### src/rtl/mem_arb_pkg.sv
// mem_arb_pkg: shared types, beat stride and burst-length decode for the memory arbiter
package mem_arb_pkg;
  typedef enum logic [1:0] {IDLE, BURST, DRAIN} state_t;
  typedef enum logic {OWN_IF, OWN_D} owner_t;
  localparam int STRIDE = 4;
  function automatic logic [4:0] burst_len(input logic [1:0] acc_size);
    return acc_size == 2'b00 ? 5'd1 : acc_size == 2'b01 ? 5'd4 : acc_size == 2'b10 ? 5'd8 : 5'd16;
  endfunction
endpackage

### src/rtl/mem_arbiter_if.sv
// mem_arbiter_if: fetch, data and memory-side signals of the arbiter
interface mem_arbiter_if #(
  parameter int ADDRESS_SIZE = 32,
  parameter int DATA_SIZE = 32,
  parameter int ACCESS_SIZE = 2
);
  logic if_req;
  logic [ADDRESS_SIZE-1:0] if_addr;
  logic [ACCESS_SIZE-1:0] if_acc_size;
  logic if_gnt;
  logic if_rvalid;
  logic [DATA_SIZE-1:0] if_rdata;
  logic if_done;
  logic d_req;
  logic [ADDRESS_SIZE-1:0] d_addr;
  logic [ACCESS_SIZE-1:0] d_acc_size;
  logic d_wren;
  logic [DATA_SIZE-1:0] d_wdata;
  logic d_gnt;
  logic d_wready;
  logic d_rvalid;
  logic [DATA_SIZE-1:0] d_rdata;
  logic d_done;
  logic [ADDRESS_SIZE-1:0] mem_addr;
  logic [DATA_SIZE-1:0] mem_d_in;
  logic [DATA_SIZE-1:0] mem_d_out;
  logic [ACCESS_SIZE-1:0] mem_acc_size;
  logic mem_wren;
  logic mem_enable;
  modport slave (
    input if_req, if_addr, if_acc_size, d_req, d_addr, d_acc_size, d_wren, d_wdata, mem_d_out,
    output if_gnt, if_rvalid, if_rdata, if_done, d_gnt, d_wready, d_rvalid, d_rdata, d_done,
    output mem_addr, mem_d_in, mem_acc_size, mem_wren, mem_enable
  );
  modport master (
    output if_req, if_addr, if_acc_size, d_req, d_addr, d_acc_size, d_wren, d_wdata, mem_d_out,
    input if_gnt, if_rvalid, if_rdata, if_done, d_gnt, d_wready, d_rvalid, d_rdata, d_done,
    input mem_addr, mem_d_in, mem_acc_size, mem_wren, mem_enable
  );
endinterface

### src/rtl/mem_arbiter_burst_counter.sv
// burst_counter: latches the burst length on grant, counts beats and flags the final one
module burst_counter
  import mem_arb_pkg::*;
(
  input  logic       clk,
  input  logic       rst,
  input  logic       load,
  input  logic       en,
  input  logic [1:0] acc_size,
  output logic       last
);
  logic [4:0] cnt, len;
  always_ff @(posedge clk)
    if (rst) begin
      cnt <= '0;
      len <= '0;
    end else if (load) begin
      cnt <= '0;
      len <= burst_len(acc_size);
    end else if (en) cnt <= cnt + 5'd1;
  assign last = cnt == len - 5'd1;
endmodule

### src/rtl/mem_arbiter.sv
// mem_arbiter: round-robin arbiter granting fetch/data bursts onto a single-word memory port
module mem_arbiter
  import mem_arb_pkg::*;
#(
  parameter int ADDRESS_SIZE = 32,
  parameter int DATA_SIZE = 32,
  parameter int ACCESS_SIZE = 2
) (
  input logic clk,
  input logic rst,
  mem_arbiter_if.slave bus
);
  state_t state;
  owner_t owner;
  logic sel_d, beat_last;
  // owner doubles as last-served: data wins a tie only when fetch was served last
  assign sel_d = bus.d_req & (~bus.if_req | owner == OWN_IF);
  burst_counter u_cnt (
    .clk,
    .rst,
    .load(state == IDLE && (bus.if_req || bus.d_req)),
    .en(state == BURST),
    .acc_size(sel_d ? bus.d_acc_size : bus.if_acc_size),
    .last(beat_last)
  );
  assign bus.mem_acc_size = {ACCESS_SIZE{1'b0}};
  assign bus.d_wready = bus.mem_wren;
  assign bus.mem_d_in = bus.mem_wren ? bus.d_wdata : {DATA_SIZE{1'b0}};
  assign bus.if_rdata = bus.if_rvalid ? bus.mem_d_out : {DATA_SIZE{1'b0}};
  assign bus.d_rdata = bus.d_rvalid ? bus.mem_d_out : {DATA_SIZE{1'b0}};
  always_ff @(posedge clk)
    if (rst) begin
      state <= IDLE;
      owner <= OWN_D;
      bus.if_gnt <= 1'b0;
      bus.d_gnt <= 1'b0;
      bus.if_done <= 1'b0;
      bus.d_done <= 1'b0;
      bus.if_rvalid <= 1'b0;
      bus.d_rvalid <= 1'b0;
      bus.mem_enable <= 1'b0;
      bus.mem_wren <= 1'b0;
      bus.mem_addr <= '0;
    end else begin
      bus.if_gnt <= 1'b0;
      bus.d_gnt <= 1'b0;
      bus.if_done <= 1'b0;
      bus.d_done <= 1'b0;
      bus.if_rvalid <= bus.mem_enable && !bus.mem_wren && owner == OWN_IF;
      bus.d_rvalid <= bus.mem_enable && !bus.mem_wren && owner == OWN_D;
      case (state)
        IDLE:
          if (bus.if_req || bus.d_req) begin
            state <= BURST;
            owner <= sel_d ? OWN_D : OWN_IF;
            bus.if_gnt <= ~sel_d;
            bus.d_gnt <= sel_d;
            bus.mem_enable <= 1'b1;
            bus.mem_wren <= sel_d & bus.d_wren;
            bus.mem_addr <= sel_d ? bus.d_addr : bus.if_addr;
          end
        BURST:
          if (beat_last) begin
            state <= DRAIN;
            bus.mem_enable <= 1'b0;
            bus.mem_wren <= 1'b0;
            bus.mem_addr <= '0;
            bus.if_done <= owner == OWN_IF;
            bus.d_done <= owner == OWN_D;
          end else bus.mem_addr <= bus.mem_addr + ADDRESS_SIZE'(STRIDE);
        default: state <= IDLE;
      endcase
    end
endmodule

### src/flat_wrapper.sv
// flat-port wrapper written by rule: the top's interface ports become plain ports
module mem_arbiter_flat import mem_arb_pkg::*;
#(
  parameter int ADDRESS_SIZE = 32,
  parameter int DATA_SIZE = 32,
  parameter int ACCESS_SIZE = 2
)
  (clk, rst, bus_if_req, bus_if_addr, bus_if_acc_size, bus_d_req, bus_d_addr, bus_d_acc_size, bus_d_wren, bus_d_wdata, bus_mem_d_out, bus_if_gnt, bus_if_rvalid, bus_if_rdata, bus_if_done, bus_d_gnt, bus_d_wready, bus_d_rvalid, bus_d_rdata, bus_d_done, bus_mem_addr, bus_mem_d_in, bus_mem_acc_size, bus_mem_wren, bus_mem_enable);
  mem_arbiter_if #(.ADDRESS_SIZE(ADDRESS_SIZE), .DATA_SIZE(DATA_SIZE), .ACCESS_SIZE(ACCESS_SIZE)) bus_i ();
  input logic clk;
  input logic rst;
  input wire logic [$bits(bus_i.if_req)-1:0] bus_if_req;
  input wire logic [$bits(bus_i.if_addr)-1:0] bus_if_addr;
  input wire logic [$bits(bus_i.if_acc_size)-1:0] bus_if_acc_size;
  input wire logic [$bits(bus_i.d_req)-1:0] bus_d_req;
  input wire logic [$bits(bus_i.d_addr)-1:0] bus_d_addr;
  input wire logic [$bits(bus_i.d_acc_size)-1:0] bus_d_acc_size;
  input wire logic [$bits(bus_i.d_wren)-1:0] bus_d_wren;
  input wire logic [$bits(bus_i.d_wdata)-1:0] bus_d_wdata;
  input wire logic [$bits(bus_i.mem_d_out)-1:0] bus_mem_d_out;
  output wire logic [$bits(bus_i.if_gnt)-1:0] bus_if_gnt;
  output wire logic [$bits(bus_i.if_rvalid)-1:0] bus_if_rvalid;
  output wire logic [$bits(bus_i.if_rdata)-1:0] bus_if_rdata;
  output wire logic [$bits(bus_i.if_done)-1:0] bus_if_done;
  output wire logic [$bits(bus_i.d_gnt)-1:0] bus_d_gnt;
  output wire logic [$bits(bus_i.d_wready)-1:0] bus_d_wready;
  output wire logic [$bits(bus_i.d_rvalid)-1:0] bus_d_rvalid;
  output wire logic [$bits(bus_i.d_rdata)-1:0] bus_d_rdata;
  output wire logic [$bits(bus_i.d_done)-1:0] bus_d_done;
  output wire logic [$bits(bus_i.mem_addr)-1:0] bus_mem_addr;
  output wire logic [$bits(bus_i.mem_d_in)-1:0] bus_mem_d_in;
  output wire logic [$bits(bus_i.mem_acc_size)-1:0] bus_mem_acc_size;
  output wire logic [$bits(bus_i.mem_wren)-1:0] bus_mem_wren;
  output wire logic [$bits(bus_i.mem_enable)-1:0] bus_mem_enable;
  assign bus_i.if_req = bus_if_req;
  assign bus_i.if_addr = bus_if_addr;
  assign bus_i.if_acc_size = bus_if_acc_size;
  assign bus_i.d_req = bus_d_req;
  assign bus_i.d_addr = bus_d_addr;
  assign bus_i.d_acc_size = bus_d_acc_size;
  assign bus_i.d_wren = bus_d_wren;
  assign bus_i.d_wdata = bus_d_wdata;
  assign bus_i.mem_d_out = bus_mem_d_out;
  assign bus_if_gnt = bus_i.if_gnt;
  assign bus_if_rvalid = bus_i.if_rvalid;
  assign bus_if_rdata = bus_i.if_rdata;
  assign bus_if_done = bus_i.if_done;
  assign bus_d_gnt = bus_i.d_gnt;
  assign bus_d_wready = bus_i.d_wready;
  assign bus_d_rvalid = bus_i.d_rvalid;
  assign bus_d_rdata = bus_i.d_rdata;
  assign bus_d_done = bus_i.d_done;
  assign bus_mem_addr = bus_i.mem_addr;
  assign bus_mem_d_in = bus_i.mem_d_in;
  assign bus_mem_acc_size = bus_i.mem_acc_size;
  assign bus_mem_wren = bus_i.mem_wren;
  assign bus_mem_enable = bus_i.mem_enable;
  mem_arbiter #(.ADDRESS_SIZE(ADDRESS_SIZE), .DATA_SIZE(DATA_SIZE), .ACCESS_SIZE(ACCESS_SIZE)) u_core (.clk(clk), .rst(rst), .bus(bus_i));
endmodule
### config.mk
export PLATFORM = sky130hd
export DESIGN_NAME = mem_arbiter_flat
export DESIGN_NICKNAME = d
export VERILOG_FILES = /design/src/rtl/mem_arb_pkg.sv /design/src/rtl/mem_arbiter_if.sv /design/src/rtl/mem_arbiter_burst_counter.sv /design/src/rtl/mem_arbiter.sv /design/src/flat_wrapper.sv
export SDC_FILE = /design/constraint.sdc
export NUM_CORES = 1
export LEC_CHECK = 0
export BUFFER_PORTS_ARGS = -buffer_cell sky130_fd_sc_hd__buf_2
export CAP_MARGIN = 0
export CORE_AREA = 2 2 107 109
export DETAILED_ROUTE_END_ITERATION = 12
export DIE_AREA = 0 0 109 111
export PLACE_DENSITY = 0.7
export SYNTH_ARGS = -nofsm -noshare
export SYNTH_HDL_FRONTEND = slang
export SYNTH_SLANG_ARGS = --single-unit
### constraint.sdc
create_clock -name clk -period 2.4 [get_ports clk]
set_input_delay 0.48 -clock clk [delete_from_list [all_inputs] [get_ports clk]]
set_output_delay 0.48 -clock clk [all_outputs]
set_load 0.005 [all_outputs]
Word level (Yosys, flattened, before mapping)
Index checks and enable logic that the tools add are counted.
- add/subtract/negate cells: 3
- equal/unequal tests: 6
- muxes and demuxes: 20
- bitwise gates (word level): 10
- reductions and logical operators: 16
- operator list (cell ; count):
    $mux 32 ; 6
    $pmux 32 s2 ; 1
    $add 32x3->32 const B ; 1
    $mux 5 ; 3
    $not 1->1 ; 7
    $mux 2 ; 3
    $reduce_and 2->1 ; 3
    $reduce_or 3->1 ; 2
    $add 5x1->5 const B ; 1
    $eq 5x5->1 ; 1
    $sub 5x1->5 const B ; 1
    $eq 2x1->1 const B ; 2
    $logic_and 1x1->1 ; 4
    $logic_not 2->1 ; 2
    $mux 1 ; 4
    $pmux 1 s2 ; 2
    $pmux 2 s2 ; 1
    $reduce_and 3->1 ; 1
    $and 1x1->1 ; 2
    $eq 2x2->1 const B ; 1
    $ne 2x1->1 const B ; 1
    $ne 2x2->1 const B ; 1
    $reduce_bool 2->1 ; 1
    $reduce_or 2->1 ; 1
    3 further kinds ; 3
- bits in registers: 53
- input port bits: 137
- output and inout bits: 139

Logic depth before layout (Yosys ltp)
Gate-level depths: netlist of the first run.
- depth after elaboration: 8
- depth in mapped cells: 9
- mapped depth without buffers: 7

Hierarchy
A second synthesis of the first run with hierarchy kept.
- cells, all modules: 527
- area, all modules: 3841.2 µm²
- modules (own cells, without submodules) (module ; times used ; cells an instance ; area an instance (µm²)):
    mem_arbiter ; 1 ; 477 ; 3369.5
    burst_counter ; 1 ; 50 ; 471.7

Least setup slack after synthesis of the first run
Ideal clock, no wire load.
- path kind: register -> register
- start point: reg u_core.bus.mem_addr[3]
- end point: reg u_core.bus.mem_addr[22]
- library setup time: 0.132 ns
- data arrival time: 1.811 ns
- slack: 0.457 ns
- stages on the path, launching flop included: 8
- buffers on the path: 1
- cells stage by stage: dfxtp_1 ha_1 nand3_1 or4_4 buf_6 o211a_1 o21ai_0 a21oi_1
- cells in the longest elaborated chain, start to end: 3
- RTL lines (what ; RTL line ; text):
    start: declaration ; mem_arbiter_if.sv:33 ; output mem_addr, mem_d_in, mem_acc_size, mem_wren, mem_enable
    start signal: assignment ; mem_arbiter.sv:60 ; bus.mem_addr <= sel_d ? bus.d_addr : bus.if_addr;
    start signal: assignment ; mem_arbiter.sv:70 ; end else bus.mem_addr <= bus.mem_addr + ADDRESS_SIZE'(STRIDE);
    $add 32x3->32 ; mem_arbiter.sv:70 ;
    $mux 32 ; mem_arbiter.sv:63 ; if (beat_last) begin
    $pmux 32 s2 ; mem_arbiter.sv:51 ; case (state)
Every way passes these cells.
A chain may end at the register's enable or synchronous reset.

Final worst setup path of the first run
- start point: reg u_core.bus.mem_addr[13]
- end point: reg u_core.bus.mem_addr[23]
Same word-level chain as after synthesis.

==> results of run 1 <==
path summary, 6_finish.rpt:
check | cells past startpoint | end | start
worst min register to register | 2 | u_core.bus.mem_addr[0] | u_core.bus.mem_addr[0]
worst max register to register | 5 | u_core.bus.mem_addr[23] | u_core.bus.mem_addr[13]
worst min-delay path | 3 | u_core.bus.d_wready | bus_d_wren
worst max-delay path | 5 | u_core.bus.mem_addr[23] | u_core.bus.mem_addr[13]
power groups by stage:
stage	sequential [mW]	combinational, mW	clock, mW
2_1_floorplan	1.03	0.360	0
3_3_place_gp	1.04	0.701	0
3_5_place_dp	1.04	0.700	0
4_1_cts	1.02	0.705	0.755
5_1_grt	1.04	0.778	0.798
6_report	1.02	0.700	0.741
stage by stage:
stage,utilization,instance area [um^2],cells,worst slack (ns),hold slack [ns]
finish,0.4971,5507,945,0.3433,0.4347
global route,0.4971,5507,945,0.1613,0.4436
CTS,0.4971,5507,945,0.3484,0.4344
detailed placement,0.4833,5354,937,0.3615,0.4842
global placement,0.4833,5354,937,0.3782,0.4763
floorplan,-,3804,543,0.4570,0.4616
sequential cells by signal (all words and copies together), names as in the netlist:
signal and count:
u_core.bus.d_done 1, u_core.state 2, u_core.bus.if_rvalid 1, u_core.bus.if_gnt 1
u_core.bus.d_rvalid 1, u_core.bus.mem_addr 32, u_core.bus.if_done 1, u_core.u_cnt.cnt 5
u_core.bus.mem_enable 1, u_core.owner 1, u_core.u_cnt.len 4, u_core.bus.d_wready 1
u_core.bus.d_gnt 1
cell families after synthesis:
group           after synthesis  share of synthesized area
simple gates                282                     0.4076
compound gates              129                     0.1992
buf+inv                      56                    0.06289
flops                        52                     0.2740
xor+xnor                     14                    0.03227
mux                           5                    0.01317
fa+ha+maj                     3                   0.009879
other cells                   1                  0.0009869
per-layer routing:
metal,vias to the layer above,track usage,share of wire
li1,2406,-,-
met1,2223,0.3126,0.44
met2,213,0.4025,0.47
met3,23,0.04997,0.078
met4,0,0.05812,0.018
met5,-,0,0
placed cells by master, fill, tap and decap left out, drive strengths merged, types with 2 or more instances in the layout:
cell type / instances
o211ai: 3
o21ai: 17
nor4b: 2
a21o: 2
dfxtp: 52
mux2i: 5
or2: 2
o31a: 4
nor4: 14
nor2: 23
o32ai: 3
a21oi: 76
a221oi: 5
clkbuf: 5
nand2: 73
nor3b: 3
ha: 3
nor3: 19
a21boi: 4
buf: 298
conb: 2
inv: 10
and2: 99
and4: 3
nand4: 13
a31oi: 8
or3b: 2
xnor2: 5
nand3: 16
and3: 2
xor2: 9
a41oi: 2
or4: 2
or3: 3
o211a: 3
worst register-to-register path, cell delays in order, from the launching register on:
cell and delay, ns:
dfxtp_1 0.41, nand3_1 0.20, or4_1 0.73, o31a_2 0.34, o21ai_0 0.17, a21oi_1 0.08
area by class of cell:
cell class,count,area [um^2]
clock buffers,5,125.1
clock inverters,3,27.53
fillers,1165,5570
inverters,9,33.78
multi-input cells,435,2534
flip-flops and latches,52,1041
well taps,143,178.9
repair buffers,298,1567
==> results.md, run 1 <==
* Vias in the first global route at 4,332
* Top Ports at 276
* Final period utilization at 0.8570
* Leakage at 2.820 nW
* CP Capture Type: flip-flop
* CTS tree: built
* Post-synth ARST share at 0
* Root Driver: clkbuf_16
* Max stage delay on crit path at 0.72 ns
* Worst EP required at 2.57 ns
* Max VDD drop at 0.2712 mV
* Sequential power share at 0.415
* CP max stage cell: or4_1
* Hold/Removal Path Class: in -> reg
* Clock sink count at 52
* Worst reg-to-reg setup slack at 0.34 ns
* Initial core utilization at 0.3430
* Post-CTS resize count at 0
* Power Dens Cells at 447.4 nW/um^2
* Hold Buf Count CTS at 0
* Final Hold Fails at 0
* Slew Limit Headroom at 0.5221
* Layout cell share with drive strength beyond 1 at 0.3990
* Antenna violations before repair at 0
* CTS buffer count at 5
* Die X at 109 um
* Port Buffers at 273
* Commonest cells post-synth: and2_1, a21oi_1, nand2_1, dfxtp_1, clkbuf_1
* Vias at 4,865
* Max-slew violations at 0
* 1st-iter DRT viols at 290
* WL final at 15.26 mm
* Synthesis-to-layout area growth at 44.91%
* EDFF count, synth at 0
* Gr ovfl total at 0
* Clock skew at 0.01162 ns
* Max Cap Viol at 0
* YS warnings at 0
* Cells after Synth at 542
* Clk slew on worst S/H paths at 0.08 ns
* Total power at 2.464 mW
* Clk network pwr share at 0.301
* Drt pass-1 iters at 5
* Post-CTS setup buffers at 0
* Ys flop type: dfxtp_1
* Fin Setup TNS at 0 ns
* Post-DRT Antenna Nets at 0
* CP cell instances: nand3_1 -> or4_1 -> o31a_2 -> o21ai_0 -> a21oi_1
* Status: finished clean
* Core Region at 11,080 um^2
* Sequential share of the synthesized area at 0.2740
* Die area at 12,100 um^2
* Avg Inst Size Synth at 7.011 um^2
* Critical path buffers and inverters at 0
* Clock latency on the worst-skew pair at 0.29 ns
* First-pass GRT wire length at 23.15 mm
* Total track usage at 0.2403
* Worst-path fanout max at 9
* Cell taking the most area after synthesis: dfxtp_1
* Internal at 1.656 mW
* Largest net degree at the start of global routing at 38
* Most used standard cell by instance count after synthesis: and2_1
* Gpl congestion at 0.8394
* Worst slew pin tran at 0.7159 ns
* Top post-synthesis cells by area: dfxtp_1, and2_1, a21oi_1
* Arr. time, crit path at 2.23 ns
* Unique cell type count in the Yosys netlist at 54
* Switching part of the total power at 0.3278
* CP startpoint kind: flip-flop
* DP HPWL at 12.03 mm
* Class of the most critical setup path: reg -> reg
* RSZ-0062 raised after global routing: false
* Final setup violation count at 0
* Antenna fix cells at 0
* Clk buf depth at 2
* FF+latch count, synth at 52
* Cell Area, Synth at 3800 um^2
* Wirelength per Cell at 16.15 um
* Crit path max-delay family: simple AND/OR/NAND/NOR gates
* Fin crit period at 2.057 ns
* Drc violations at 0
* Row cnt at 39
* Fin nets at 941
* Fmax at 486.2 MHz
* Share of total power in combinational logic at 0.284
* Vias per std cell at 5.148
* Die H at 111 um
* H-Tree Level Count at 2
* NetSw at 807.7 uW
* Yosys top cell area share at 0.2740
No activity file was read; power rests on OpenSTA's default activity.
==> inputs of run 2 (changes only) <==
--- a/config.mk
+++ b/config.mk
@@ -10,7 +10,7 @@
 export CORE_AREA = 2 2 107 109
 export DETAILED_ROUTE_END_ITERATION = 12
 export DIE_AREA = 0 0 109 111
-export PLACE_DENSITY = 0.7
+export PLACE_DENSITY_LB_ADDON = 0.25
 export SYNTH_ARGS = -nofsm -noshare
 export SYNTH_HDL_FRONTEND = slang
 export SYNTH_SLANG_ARGS = --single-unit
==> run 2 against run 1 <==
Net effect:
- first-iteration DRC count grew 33%
- clock-buffer cell count is the same
- sequential share of layout area is essentially flat
- critical path depth is the same
- fmax shrank 5.6%
- via count grew 1.4%
- hold slack gained 0.012 ns
- core utilization shrank 0.079 points
- clock skew shrank 0.0022 ns
- routed wire length grew 3.1%
- flip-flop and latch count is the same
- global-route usage grew 0.93 points
- highest routed layer unchanged
==> results.md, run 2 (synthesis results as in run 1) <==
* 1st-iter DRT viols at 387 (+33%)
* Clock sink count at 52 (unchanged)
* Final Hold Fails at 0 (unchanged)
* Layout filler cell count at 1,117 (-4.1%)
* CTS tree: built
* Worst EP required at 2.55 ns (-0.02 ns)
* Post-DRT Antenna Nets at 0 (unchanged)
* Power Dens Cells at 463.7 nW/um^2 (+3.6%)
* Clk buf depth at 2 (unchanged)
* Wirelength per Cell at 16.71 um (+3.5%)
* Max Cap Viol at 0 (unchanged)
* Top Ports at 276 (unchanged)
* Vias in the first global route at 4,480 (+3.4%)
* Final Non-Filler Cells at 942 (-0.32%)
* Largest register by flop count: u_core.bus.mem_addr
* Core Region at 11,080 um^2 (unchanged)
* Root Driver: clkbuf_16
* Switching part of the total power at 0.3126 (-0.01520)
* Fin Setup TNS at 0 ns (unchanged)
* Worst r2r path cells at 5 (unchanged)
* Final period utilization at 0.9082 (+0.05127)
* Max-slew violations at 0 (unchanged)
* Post-CTS resize count at 0 (unchanged)
* Drt pass-1 iters at 5 (unchanged)
* Port Buffers at 273 (unchanged)
* Largest net degree at the start of global routing at 35 (-7.9%)
* Clock skew at 0.009377 ns (-0.002244 ns)
* Vias at 4,934 (+1.4%)
* Layout cell share with drive strength beyond 1 at 0.3960 (-0.003013)
* Drc violations at 0 (unchanged)
* Row cnt at 39 (unchanged)
* Critical path buffers and inverters at 0 (unchanged)
* Synthesis-to-layout area growth at 44.68%
* CP startpoint kind: flip-flop
* Worst slew pin tran at 0.8198 ns (+0.1039 ns)
* Hold Path Depth at 3 (unchanged)
* Max VDD drop at 0.4008 mV (+48%)
* NetSw at 797.0 uW (-1.3%)
* Fmax at 458.8 MHz (-5.6%)
* Total track usage at 0.2497 (+0.009348)
* Most common cell after layout, fill and taps aside: buf_2
* Class of the most critical setup path: reg -> reg
* Post-CTS setup buffers at 0 (unchanged)
* Die H at 111 um (unchanged)
* Antenna violations before repair at 1 (+1)
* First-pass GRT wire length at 23.81 mm (+2.8%)
* Min setup slack post-route at 0.2202 ns (-0.1230 ns)
* Die area at 12,100 um^2 (unchanged)
* Gr ovfl total at 0 (unchanged)
* CP max stage cell: or4_1
* Biggest regs: u_core.bus.mem_addr x32, u_core.u_cnt.cnt x5, u_core.u_cnt.len x4
* Status: finished clean
* Clk slew on worst S/H paths at 0.07 ns (about the same)
* Placed instance count at 933 (-0.43%)
* Vias per std cell at 5.238 (+1.7%)
* Clock latency on the worst-skew pair at 0.29 ns (about the same)
* Initial core utilization at 0.3430 (unchanged)
* Final setup violation count at 0 (unchanged)
* H-Tree Level Count at 2 (unchanged)
* Sequential power share at 0.403 (-0.012)
* Fin nets at 937 (-0.43%)
* Leakage at 2.807 nW (-0.45%)
* Largest register FFs at 32 (unchanged)
* Multi-input logic area at 2534 um^2 (unchanged)
* Crit path max-delay family: simple AND/OR/NAND/NOR gates
* Hold/Removal Path Class: in -> reg
* Worst path depth at 5 (unchanged)
* Max stage delay on crit path at 0.72 ns (about the same)
* Slew Limit Headroom at 0.4527 (-0.06934)
* CP Capture Type: flip-flop
* FF+latch area at 1041 um^2 (unchanged)
* Arr. time, crit path at 2.33 ns (+0.10 ns)
* Dpl ws at 0.2662 ns (-0.09524 ns)
* Die X at 109 um (unchanged)
* Commonest non-fill, non-tap cells in the layout: buf_2, and2_1, a21oi_1, nand2_1, dfxtp_1
* Share of total power in combinational logic at 0.274 (-0.010)
* DP HPWL at 12.65 mm (+5.1%)
* CTS buffer count at 5 (unchanged)
* WL final at 15.74 mm (+3.1%)
* Hold Buf Count CTS at 0 (unchanged)
* CP cell instances: nand4_1 -> or4_1 -> o31a_2 -> o21ai_0 -> a21oi_1
* Clk network pwr share at 0.323 (+0.022)
* Gpl congestion at 0.9424 (+12%)
* Internal at 1.752 mW (+5.8%)
* Fin crit period at 2.180 ns (+0.1230 ns)
* Worst-path fanout max at 9 (unchanged)
* RSZ-0062 raised after global routing: false
run 2: final timing paths:
path,start,end,slack (ns)
max,u_core.bus.mem_addr[7],u_core.bus.mem_addr[29],0.22
max reg2reg,u_core.bus.mem_addr[7],u_core.bus.mem_addr[29],0.22
min,bus_d_wren,u_core.bus.d_wready,0.45
min reg2reg,u_core.bus.mem_addr[1],u_core.bus.mem_addr[1],0.49
run 2: routing by layer:
metal	share of wire	wire length, um	global-route usage	vias up
li1	-	-	-	2400
met4	0.019	304	0.06239	0
met2	0.48	7567	0.4207	234
met5	0	0	0	-
met1	0.41	6482	0.3227	2280
met3	0.088	1387	0.04997	20
run 2: area by class of cell:
| type | instances | area share |
|---|---|---|
| multi-input combinational | 435 | 0.4609 |
| timing repair buffer | 294 | 0.2795 |
| sequential | 52 | 0.1893 |
| tap | 143 | 0.03254 |
| clock buffer | 5 | 0.02276 |
| clock inverter | 3 | 0.008421 |
| inverter | 9 | 0.006145 |
| antenna | 1 | 0.0004552 |
run 2: power by group through the flow:
stage	logic [mW]	registers, mW	clock network [mW]
final	0.698	1.03	0.824
after global routing	0.775	1.04	0.878
after CTS	0.701	1.03	0.842
after detailed placement	0.696	1.05	0
after global placement	0.692	1.04	0
after floorplan	0.360	1.03	0
run 2: stage by stage:
step	hold WS (ns)	cell area (um^2)	util	total power, mW
4_1_cts	0.4449	5495	0.4961	2.569
6_report	0.4472	5498	0.4963	2.549
3_3_place_gp	0.4739	5324	0.4806	1.730
5_1_grt	0.4448	5498	0.4963	2.695
3_5_place_dp	0.4719	5324	0.4806	1.741
2_1_floorplan	0.4616	3804	-	1.385
run 2: tightest hold or removal path, delay by kind of cell:
family	cells	cell delay, ns
buf+inv	1	0.10
compound gates	1	0.05
simple gates	1	0.05
==> inputs of run 3 (changes only) <==
--- a/config.mk
+++ b/config.mk
@@ -8,6 +8,7 @@
 export BUFFER_PORTS_ARGS = -buffer_cell sky130_fd_sc_hd__buf_2
 export CAP_MARGIN = 0
 export CORE_AREA = 2 2 107 109
+export CTS_BUF_LIST = sky130_fd_sc_hd__clkbuf_4
 export DETAILED_ROUTE_END_ITERATION = 12
 export DIE_AREA = 0 0 109 111
 export PLACE_DENSITY_LB_ADDON = 0.25
==> constraint.sdc (replaced) <==
create_clock -name clk -period 2.4 [get_ports clk]
set_input_delay 0.48 -clock clk [delete_from_list [all_inputs] [get_ports clk]]
set_output_delay 0.48 -clock clk [all_outputs]
set_load 0.1 [all_outputs]
==> run 3 against run 2 <==
Net effect:
- non-clock buffer count down 1
- first-iteration DRC count fell by 36%
- clock skew rose by 0.0020 ns
- via count shrank 2.1%
- cell area about the same
- critical endpoint is now bus_if_rdata[13]
==> results.md, run 3 (synthesis results as in run 1) <==
* Status: finished clean
* Placed instance count at 932 (-0.11%)
* Hold Crit Start: bus_d_wren
* Hold Path End: u_core.bus.d_wready
* Final Hold Fails at 0 (unchanged)
* Clock sink count at 52 (unchanged)
* Max-slew violations at 0 (unchanged)
* Max Cap Viol at 0 (unchanged)
* Largest register by flop count: u_core.bus.mem_addr
* Worst r2r path cells at 5 (unchanged)
* Fin nets at 936 (-0.11%)
* Internal at 1.488 mW (-15%)
* Total track usage at 0.2450 (-0.004622)
* CTS buffer count at 5 (unchanged)
* H-Tree Level Count at 2 (unchanged)
* Drc violations at 0 (unchanged)
* Fmax at 440.9 MHz (-3.9%)
* Die area at 12,100 um^2 (unchanged)
* Hold/Removal Path Class: in -> reg
* Antenna violations before repair at 1 (unchanged)
* Commonest non-fill, non-tap cells in the layout: buf_2, a21oi_1, nand2_1, and2_2, and2_1
* Root Driver: clkbuf_4
* Final Non-Filler Cells at 941 (-0.11%)
* Worst r2r dst: u_core.bus.mem_addr[25]
* Drt pass-1 iters at 4 (-1)
* Max VDD drop at 0.3494 mV (-13%)
* Gpl congestion at 0.8755 (-7.1%)
* CP startpoint kind: flip-flop
* Hold Path Depth at 3 (unchanged)
* Sequential power share at 0.345 (-0.058)
* Gr ovfl total at 0 (unchanged)
* Switching part of the total power at 0.5070 (+0.1943)
* Die H at 111 um (unchanged)
* Worst EP required at 1.92 ns (-0.63 ns)
* Initial core utilization at 0.3430 (unchanged)
* 1st-iter DRT viols at 247 (-36%)
* Clock latency on the worst-skew pair at 0.38 ns (+0.09 ns)
* Most common cell after layout, fill and taps aside: buf_2
* First-pass GRT wire length at 23.79 mm (about the same)
* Class of the most critical setup path: reg -> out
* Fin crit period at 2.268 ns (+0.08819 ns)
* Post-CTS resize count at 0 (unchanged)
* Clk buf depth at 2 (unchanged)
* Worst-path fanout max at 23 (+14)
* Wirelength per Cell at 16.10 um (-3.7%)
* NetSw at 1.530 mW (+92%)
* CTS tree: built
* Worst slew pin tran at 0.5810 ns (-0.2388 ns)
* Slew Limit Headroom at 0.6112 (+0.1585)
* Share of total power in combinational logic at 0.480 (+0.206)
* WL final at 15.15 mm (-3.8%)
* Top Ports at 276 (unchanged)
* Power Dens Cells at 548.8 nW/um^2 (+18%)
* Synthesis-to-layout area growth at 44.75% (about the same)
* Vias at 4,831 (-2.1%)
* CP Capture Type: output port
* Post-CTS setup buffers at 0 (unchanged)
* Vias per std cell at 5.134 (-2.0%)
* Die X at 109 um (unchanged)
* Largest net degree at the start of global routing at 38 (+8.6%)
* Post-DRT Antenna Nets at 0 (unchanged)
* Clk network pwr share at 0.175 (-0.148)
* Arr. time, crit path at 1.79 ns (-0.54 ns)
* Layout cell share with drive strength beyond 1 at 0.4969 (+0.1009)
* Leakage at 2.819 nW (+0.43%)
* Clock skew at 0.01140 ns (+0.002021 ns)
* DP HPWL at 12.16 mm (-3.9%)
* Core Region at 11,080 um^2 (unchanged)
* Fin Setup TNS at 0 ns (unchanged)
* Largest register FFs at 32 (unchanged)
* Hold Buf Count CTS at 0 (unchanged)
* Final period utilization at 0.9450 (+0.03675)
* Clk slew on worst S/H paths at 0.17 ns (+0.10 ns)
* Worst r2r src: u_core.bus.mem_addr[6]
* Worst reg-to-reg setup slack at 0.27 ns (+0.05 ns)
* Biggest regs: u_core.bus.mem_addr x32, u_core.u_cnt.cnt x5, u_core.u_cnt.len x4
* Row cnt at 39 (unchanged)
* Vias in the first global route at 4,654 (+3.9%)
* Final setup violation count at 0 (unchanged)
* Port Buffers at 273 (unchanged)
* RSZ-0062 raised after global routing: false
==> run 3: changes by cell type in the layout (fill, tap and decap cells not counted), sizes merged <==
cell    change
inv         -1
clkinv      +1
buf         -1
==> run 3: how the worst max path moves through the flow <==
stage,start,endpoint,slack [ns],cells past startpoint
after floorplan,u_core.bus.mem_addr[17],u_core.bus.mem_addr[31],0.0003,5
after global placement,u_core.bus.mem_addr[6],u_core.bus.mem_addr[23],0.34,5
after detailed placement,u_core.bus.mem_addr[6],u_core.bus.mem_addr[25],0.31,5
after CTS,u_core.bus.if_rvalid,bus_if_rdata[13],0.11,3
after global routing,u_core.bus.if_rvalid,bus_if_rdata[1],0.007,3
final,u_core.bus.if_rvalid,bus_if_rdata[13],0.13,3
==> run 3: metal layers <==
layer  share of wire  global-route usage
met5               0                   0
met4           0.018             0.06410
met3           0.085             0.05879
met2            0.48              0.4166
met1            0.42              0.3062
==> run 3: cell type report <==
cell class | count | area (um^2)
well taps | 143 | 178.9
fillers | 1175 | 5577
multi-input cells | 435 | 2609
clock inverters | 3 | 42.54
diodes | 1 | 2.502
clock buffers | 5 | 37.54
flip-flops and latches | 52 | 1067
repair buffers | 293 | 1529
inverters | 9 | 33.78
==> run 3: stage by stage <==
step | instance area [um^2] | setup slack (ns) | power [mW] | util | hold WS, ns
after floorplan | 3905 | 0.0003213 | 2.164 | - | 0.4616
after global placement | 5418 | 0.3402 | 2.495 | 0.4891 | 0.4766
after detailed placement | 5418 | 0.3118 | 2.510 | 0.4891 | 0.4823
after CTS | 5498 | 0.1107 | 3.036 | 0.4963 | 0.3176
after global routing | 5500 | 0.007373 | 3.161 | 0.4966 | 0.3273
final | 5500 | 0.1320 | 3.019 | 0.4966 | 0.3194
==> run 3: critical path, cell delays in order (launching register included) <==
cell     delay, ns
dfxtp_1       0.53
buf_4         0.28
and2_2        0.17
buf_2         0.42
==> run 3: power groups by stage <==
stage               Sequential (mW)  Combinational [mW]  Clock, mW
finish                         1.04                1.45      0.528
global route                   1.06                1.53      0.573
CTS                            1.04                1.46      0.540
detailed placement             1.06                1.45          0
global placement               1.05                1.44          0
floorplan                      1.44               0.723          0
